## config.mk

```make
export PLATFORM = sky130hd
export DESIGN_NAME = pkt_ff_wr_arb
export DESIGN_NICKNAME = d
export VERILOG_FILES = /design/src/rtl/pkt_ff_wr_arb.sv
export SDC_FILE = /design/constraint.sdc
export NUM_CORES = 1
export LEC_CHECK = 0
export CAP_MARGIN = 40
export CORE_MARGIN = 5
export CORE_UTILIZATION = 39
export CTS_CLUSTER_DIAMETER = 40
export DETAILED_ROUTE_END_ITERATION = 8
export GPL_ROUTABILITY_DRIVEN = 0
export GPL_TIMING_DRIVEN = 0
export MAX_ROUTING_LAYER = met4
export PLACE_DENSITY = 0.87
export SETUP_SLACK_MARGIN = 0.05
export SLEW_MARGIN = 40
export SYNTH_ARGS = -nofsm -noshare
export SYNTH_HDL_FRONTEND = slang
export SYNTH_SLANG_ARGS = --single-unit
```

## constraint.sdc

```tcl
create_clock -name clk -period 3.2 [get_ports clk]
set_input_delay 0.48 -clock clk [delete_from_list [all_inputs] [get_ports clk]]
set_output_delay 0.48 -clock clk [all_outputs]
set_load 0.01 [all_outputs]
```

## src/rtl/pkt_ff_wr_arb.sv

```systemverilog
// rtl/pkt_ff_wr_arb.sv - packet-level round-robin arbiter for a packet FIFO write port
//
// Shares one packet FIFO write port among NUM_SRC packet sources. A source is
// granted on its SOP request and keeps the port until its EOP or error beat.
// A packet that stalls for 2^TOUT_W-1 cycles is aborted with an error beat, and
// the FIFO rewinds its write pointer to the last SOP location.
//
// Ports:
//   clk, rst_n                    write-domain clock, synchronous active-low reset
//   src_valid/sop/eop/error       per-source beat qualifiers [NUM_SRC]
//   src_data                      per-source data, source i at [i*DATA_W +: DATA_W]
//   src_ready                     per-source beat accept [NUM_SRC]
//   ff_full                       FIFO full (write side)
//   ff_valid/sop/eop/error/data   registered FIFO write beat
//   gnt_id                        current/last granted source
//   busy                          high while a packet is being transferred
//   tout_pulse                    one-cycle pulse when the watchdog aborts a packet
module pkt_ff_wr_arb #(
  parameter int NUM_SRC = 4,
  parameter int DATA_W  = 32,
  parameter int TOUT_W  = 8
) (
  input  logic                         clk,
  input  logic                         rst_n,
  input  logic [NUM_SRC-1:0]           src_valid,
  input  logic [NUM_SRC-1:0]           src_sop,
  input  logic [NUM_SRC-1:0]           src_eop,
  input  logic [NUM_SRC-1:0]           src_error,
  input  logic [NUM_SRC*DATA_W-1:0]    src_data,
  output logic [NUM_SRC-1:0]           src_ready,
  input  logic                         ff_full,
  output logic                         ff_valid,
  output logic                         ff_sop,
  output logic                         ff_eop,
  output logic                         ff_error,
  output logic [DATA_W-1:0]            ff_data,
  output logic [$clog2(NUM_SRC)-1:0]   gnt_id,
  output logic                         busy,
  output logic                         tout_pulse
);

  localparam int GW = $clog2(NUM_SRC);
  // Value of the stall counter on the stall cycle that completes the timeout.
  localparam logic [TOUT_W-1:0] WD_LAST = {{(TOUT_W-1){1'b1}}, 1'b0};

  typedef enum logic {IDLE, XFER} state_t;

  state_t              state;
  logic                first_beat;
  logic [TOUT_W-1:0]   wd_cnt;

  logic                g_valid, g_sop, g_eop, g_error;
  logic [DATA_W-1:0]   g_data;
  logic                accept, sop_rewind, pkt_end;
  logic                found;
  logic [GW-1:0]       win_id;

  // Beat of the granted source.
  always_comb begin
    g_valid = 1'b0;
    g_sop   = 1'b0;
    g_eop   = 1'b0;
    g_error = 1'b0;
    g_data  = '0;
    for (int i = 0; i < NUM_SRC; i++) begin
      if (gnt_id == GW'(i)) begin
        g_valid = src_valid[i];
        g_sop   = src_sop[i];
        g_eop   = src_eop[i];
        g_error = src_error[i];
        g_data  = src_data[i*DATA_W +: DATA_W];
      end
    end
  end

  assign accept     = (state == XFER) & g_valid & ~ff_full;
  // A fresh SOP inside a packet means the source restarted; the partial packet
  // must be discarded, so the beat goes out as an error instead of a new SOP.
  assign sop_rewind = g_sop & ~first_beat;
  assign pkt_end    = g_eop | g_error | sop_rewind;
  assign busy       = (state == XFER);

  // In IDLE, non-SOP beats are acknowledged and dropped so a source that lost
  // packet framing can drain back to a SOP.
  always_comb begin
    src_ready = '0;
    if (rst_n) begin
      if (state == IDLE) begin
        src_ready = src_valid & ~src_sop;
      end else begin
        for (int i = 0; i < NUM_SRC; i++) begin
          if (gnt_id == GW'(i)) src_ready[i] = ~ff_full;
        end
      end
    end
  end

  // Circular search starting just after the last winner, so the last winner
  // is visited last.
  always_comb begin
    found  = 1'b0;
    win_id = gnt_id;
    for (int k = 1; k <= NUM_SRC; k++) begin
      if (!found && src_valid[(int'(gnt_id) + k) % NUM_SRC]
                 && src_sop[(int'(gnt_id) + k) % NUM_SRC]) begin
        found  = 1'b1;
        win_id = GW'((int'(gnt_id) + k) % NUM_SRC);
      end
    end
  end

  always_ff @(posedge clk) begin
    if (!rst_n) begin
      state      <= IDLE;
      first_beat <= 1'b0;
      wd_cnt     <= '0;
      gnt_id     <= GW'(NUM_SRC - 1);
      ff_valid   <= 1'b0;
      ff_sop     <= 1'b0;
      ff_eop     <= 1'b0;
      ff_error   <= 1'b0;
      ff_data    <= '0;
      tout_pulse <= 1'b0;
    end else begin
      ff_valid   <= 1'b0;
      ff_sop     <= 1'b0;
      ff_eop     <= 1'b0;
      ff_error   <= 1'b0;
      ff_data    <= '0;
      tout_pulse <= 1'b0;
      case (state)
        IDLE: begin
          wd_cnt <= '0;
          if (found) begin
            gnt_id     <= win_id;
            first_beat <= 1'b1;
            state      <= XFER;
          end
        end
        XFER: begin
          if (accept) begin
            ff_valid   <= 1'b1;
            ff_sop     <= g_sop & first_beat;
            ff_eop     <= g_eop;
            ff_error   <= g_error | sop_rewind;
            ff_data    <= g_data;
            first_beat <= 1'b0;
            wd_cnt     <= '0;
            if (pkt_end) state <= IDLE;
          end else if (wd_cnt == WD_LAST) begin
            // Rewind needs no FIFO space, so this beat ignores ff_full.
            ff_valid   <= 1'b1;
            ff_error   <= 1'b1;
            tout_pulse <= 1'b1;
            wd_cnt     <= '0;
            state      <= IDLE;
          end else begin
            wd_cnt <= wd_cnt + 1'b1;
          end
        end
        default: state <= IDLE;
      endcase
    end
  end

endmodule

```

==> results.ini <==
[die]
die_area_mm2=0.00911
die_x_um=95.5
initial_core_util_pct=39.7
coreArea_mm2=0.00718
die_h_um=95.5
core.rowCount=31
ioPinCount=191

[detailed_routing]
wire_per_inst_um=17.7
via_count=3632
drt_iter0_markers=123
ant_nets=0
drc_errors=0
routed_wl_um=12000
dr.pass1.iters=4
vias_per_cell=5.37

[clocking]
cts_root_buf=clkbuf_8
htreeDepth=2
holdBufCountCts=0
cts_buffers=5
post_cts_resized=0
cts_tree=done
clk_pin_slew_ns=0.09
clk-insertion-delay-late_ns=0.30
clkSinkCount=49
clockBufferDepth=2

[timing]
tightestPinTransition_ns=0.526
period_share_pct=92.7
fin_hold_ws_ns=0.489
relSlewSlack_pct=65.0
rsz0062_at_grt=no
fmax_mhz=337
fin_setup_tns_ns=0
fin_crit_ns=2.97
skew_ns=0.00430
finalSetupViolCount=0
maxSlewViolCount=0
hold_viol_final=0

[setup_path]
path_cells=ha_1 -> clkbuf_1 -> nand2_1 -> o32a_1 -> nor2_1 -> clkdlybuf4s50_1
rrSetupSlack_ns=0.67
cp_max_fo=10
timing.rr.start=gnt_id[0]
r2r-end=ff_data[7]
criticalPathCategory=flop to primary output
end_kind=primary output
slowest_stage=clkdlybuf4s50_1
crit_arrival_ns=2.49
critPathLaunchType=flop
worstRegToRegCells=9
worst_path_largest_cell_delay_ns=0.54
crit_required_ns=2.72

[grt]
grt_pass1_vias=3669
track_usage_pct=25.8
grt_first_pass_wirelength_um=18000
grt_max_degree=20
antenna_found_initial=0
globalRoute.totalOverflow=0

[power_and_ir_drop]
power_density_mw_per_mm2=421
ir_worst_vdd_mv=0.338
leakage_uw=0.00176

[flow_run]
cap_viol_max_count=0

[outcome]
status=completed

[hold_path]
hold_path.class=flop to flop
min_to=first_beat
worstHoldPathCells=2
hp-start=first_beat

[synthesis]
synth_async_sr_flop_share_pct=0
avgSynthCellArea_um2=7.46
synthCells=382
syn_nets=535
ys_ff_latch=49
ys_seq_area_share_pct=34.4
synthesis.area_mm2=0.00285
yosysWarnings=0
synthFlopType=dfxtp_1
synth-edff-count=0
post_synth_num_cell_types=44

[placement]
hpwl_um=9430
port_buffers=190

[finish]
syn_to_final_growth_pct=74.5
drive_above_1_share_pct=3.47
diodes=0
nNetsFinal=730

-- metal layers --
metal	track usage, %	vias up	wire [um]
li1	-	1760	-
met1	29.6	1665	4570
met2	45.5	173	6090
met3	4.97	34	1010
met4	7.94	0	322
met5	-	-	0
-- stage by stage --
stage	area [um^2]	std cells	power, uW	worst slack [ns]	utilization (%)
2_1_floorplan	2850	382	1240	1.11	-
3_3_place_gp	4870	671	1630	0.266	67.9
3_5_place_dp	4870	671	1660	0.244	67.9
4_1_cts	4970	677	2090	0.0590	69.3
5_1_grt	4970	676	2220	0.0812	69.3
6_report	4970	676	2090	0.233	69.3
-- logic make-up (layout without fill, tap and decap cells) --
family | count (synthesis) | after routing | share of synthesized area (%)
adder cells (fa/ha/maj) | 6 | 6 | 2.63
buffers and inverters | 41 | 236 | 5.84
AO/OA/AOI/OAI | 124 | 124 | 30.7
multiplexers | 3 | 3 | 1.58
flip-flops | 49 | 49 | 34.4
AND/OR/NAND/NOR | 153 | 153 | 23.0
XOR/XNOR | 6 | 6 | 1.84
-- synthesized netlist by cell type (3+ instances only) --
cell | n | area [um^2]
nand2_1 | 109 | 409
a221o_1 | 3 | 30.0
clkbuf_1 | 21 | 78.8
nor2b_1 | 3 | 18.8
buf_2 | 7 | 35.0
a21oi_1 | 35 | 175
nand4_1 | 4 | 25.0
ha_1 | 6 | 75.1
nand3_1 | 4 | 20.0
xor2_1 | 5 | 43.8
nor2_1 | 19 | 71.3
dfxtp_1 | 49 | 981
a22oi_1 | 3 | 22.5
inv_1 | 6 | 22.5
o211ai_1 | 66 | 495
buf_1 | 3 | 11.3
-- worst max-delay path, delay by kind of cell, from the launching register on --
kind                     cells  cell delay (ns)
flip-flops                   1             0.50
AND/OR/NAND/NOR              2             0.20
adder cells (fa/ha/maj)      1             0.31
buffers and inverters        2             0.98
AO/OA/AOI/OAI                1             0.19
-- how the worst max path moves through the flow --
stage,start,slack (ns),end
after floorplan,gnt_id[1],1.11,src_ready[1]
after global placement,gnt_id[1],0.27,src_ready[1]
after detailed placement,gnt_id[1],0.24,src_ready[1]
after CTS,gnt_id[0],0.06,src_ready[0]
after global routing,gnt_id[1],0.08,src_ready[3]
final,gnt_id[1],0.23,src_ready[3]
-- report_power, final --
part | leakage [uW] | internal, uW | switching [uW] | total [uW]
combinational | 0.00131 | 442 | 551 | 993
sequential | 0.000396 | 633 | 24.2 | 657
clock | 0.0000540 | 228 | 216 | 444
total | 0.00176 | 1300 | 791 | 2090
-- cells in the final DEF, fill, tap and decap left out, types with 3 or more instances in the layout --
master           instances
a22oi_1                  3
buf_1                    3
o211ai_1                66
nor2_1                  19
inv_1                    6
nand4_1                  4
xor2_1                   5
buf_2                    7
a21oi_1                 35
nand3_1                  4
clkdlybuf4s50_1        190
nor2b_1                  3
ha_1                     6
dfxtp_1                 49
nand2_1                109
a221o_1                  3
clkbuf_8                 5
clkbuf_1                19
-- registers in the layout, summed over array words and instances, names as in the netlist --
name / flops
gnt_id: 2
tout_pulse: 1
busy: 1
first_beat: 1
ff_valid: 1
ff_sop: 1
ff_error: 1
ff_eop: 1
ff_data: 32
wd_cnt: 8
-- layout make-up --
class | instances | area (um^2)
Timing Repair Buffer | 190 | 1900
Buffer | 30 | 125
Tap cell | 99 | 124
Fill cell | 575 | 2200
Sequential cell | 49 | 981
Clock buffer | 5 | 68.8
Clock inverter | 2 | 35.0
Inverter | 9 | 33.8
Multi-Input combinational cell | 292 | 1700
-- timing repair --
action,in CTS,in global routing
setup endpoints to repair,1,1
pin swaps,0,0
buffers inserted,0,0
No activity file was read; power rests on OpenSTA's default activity.
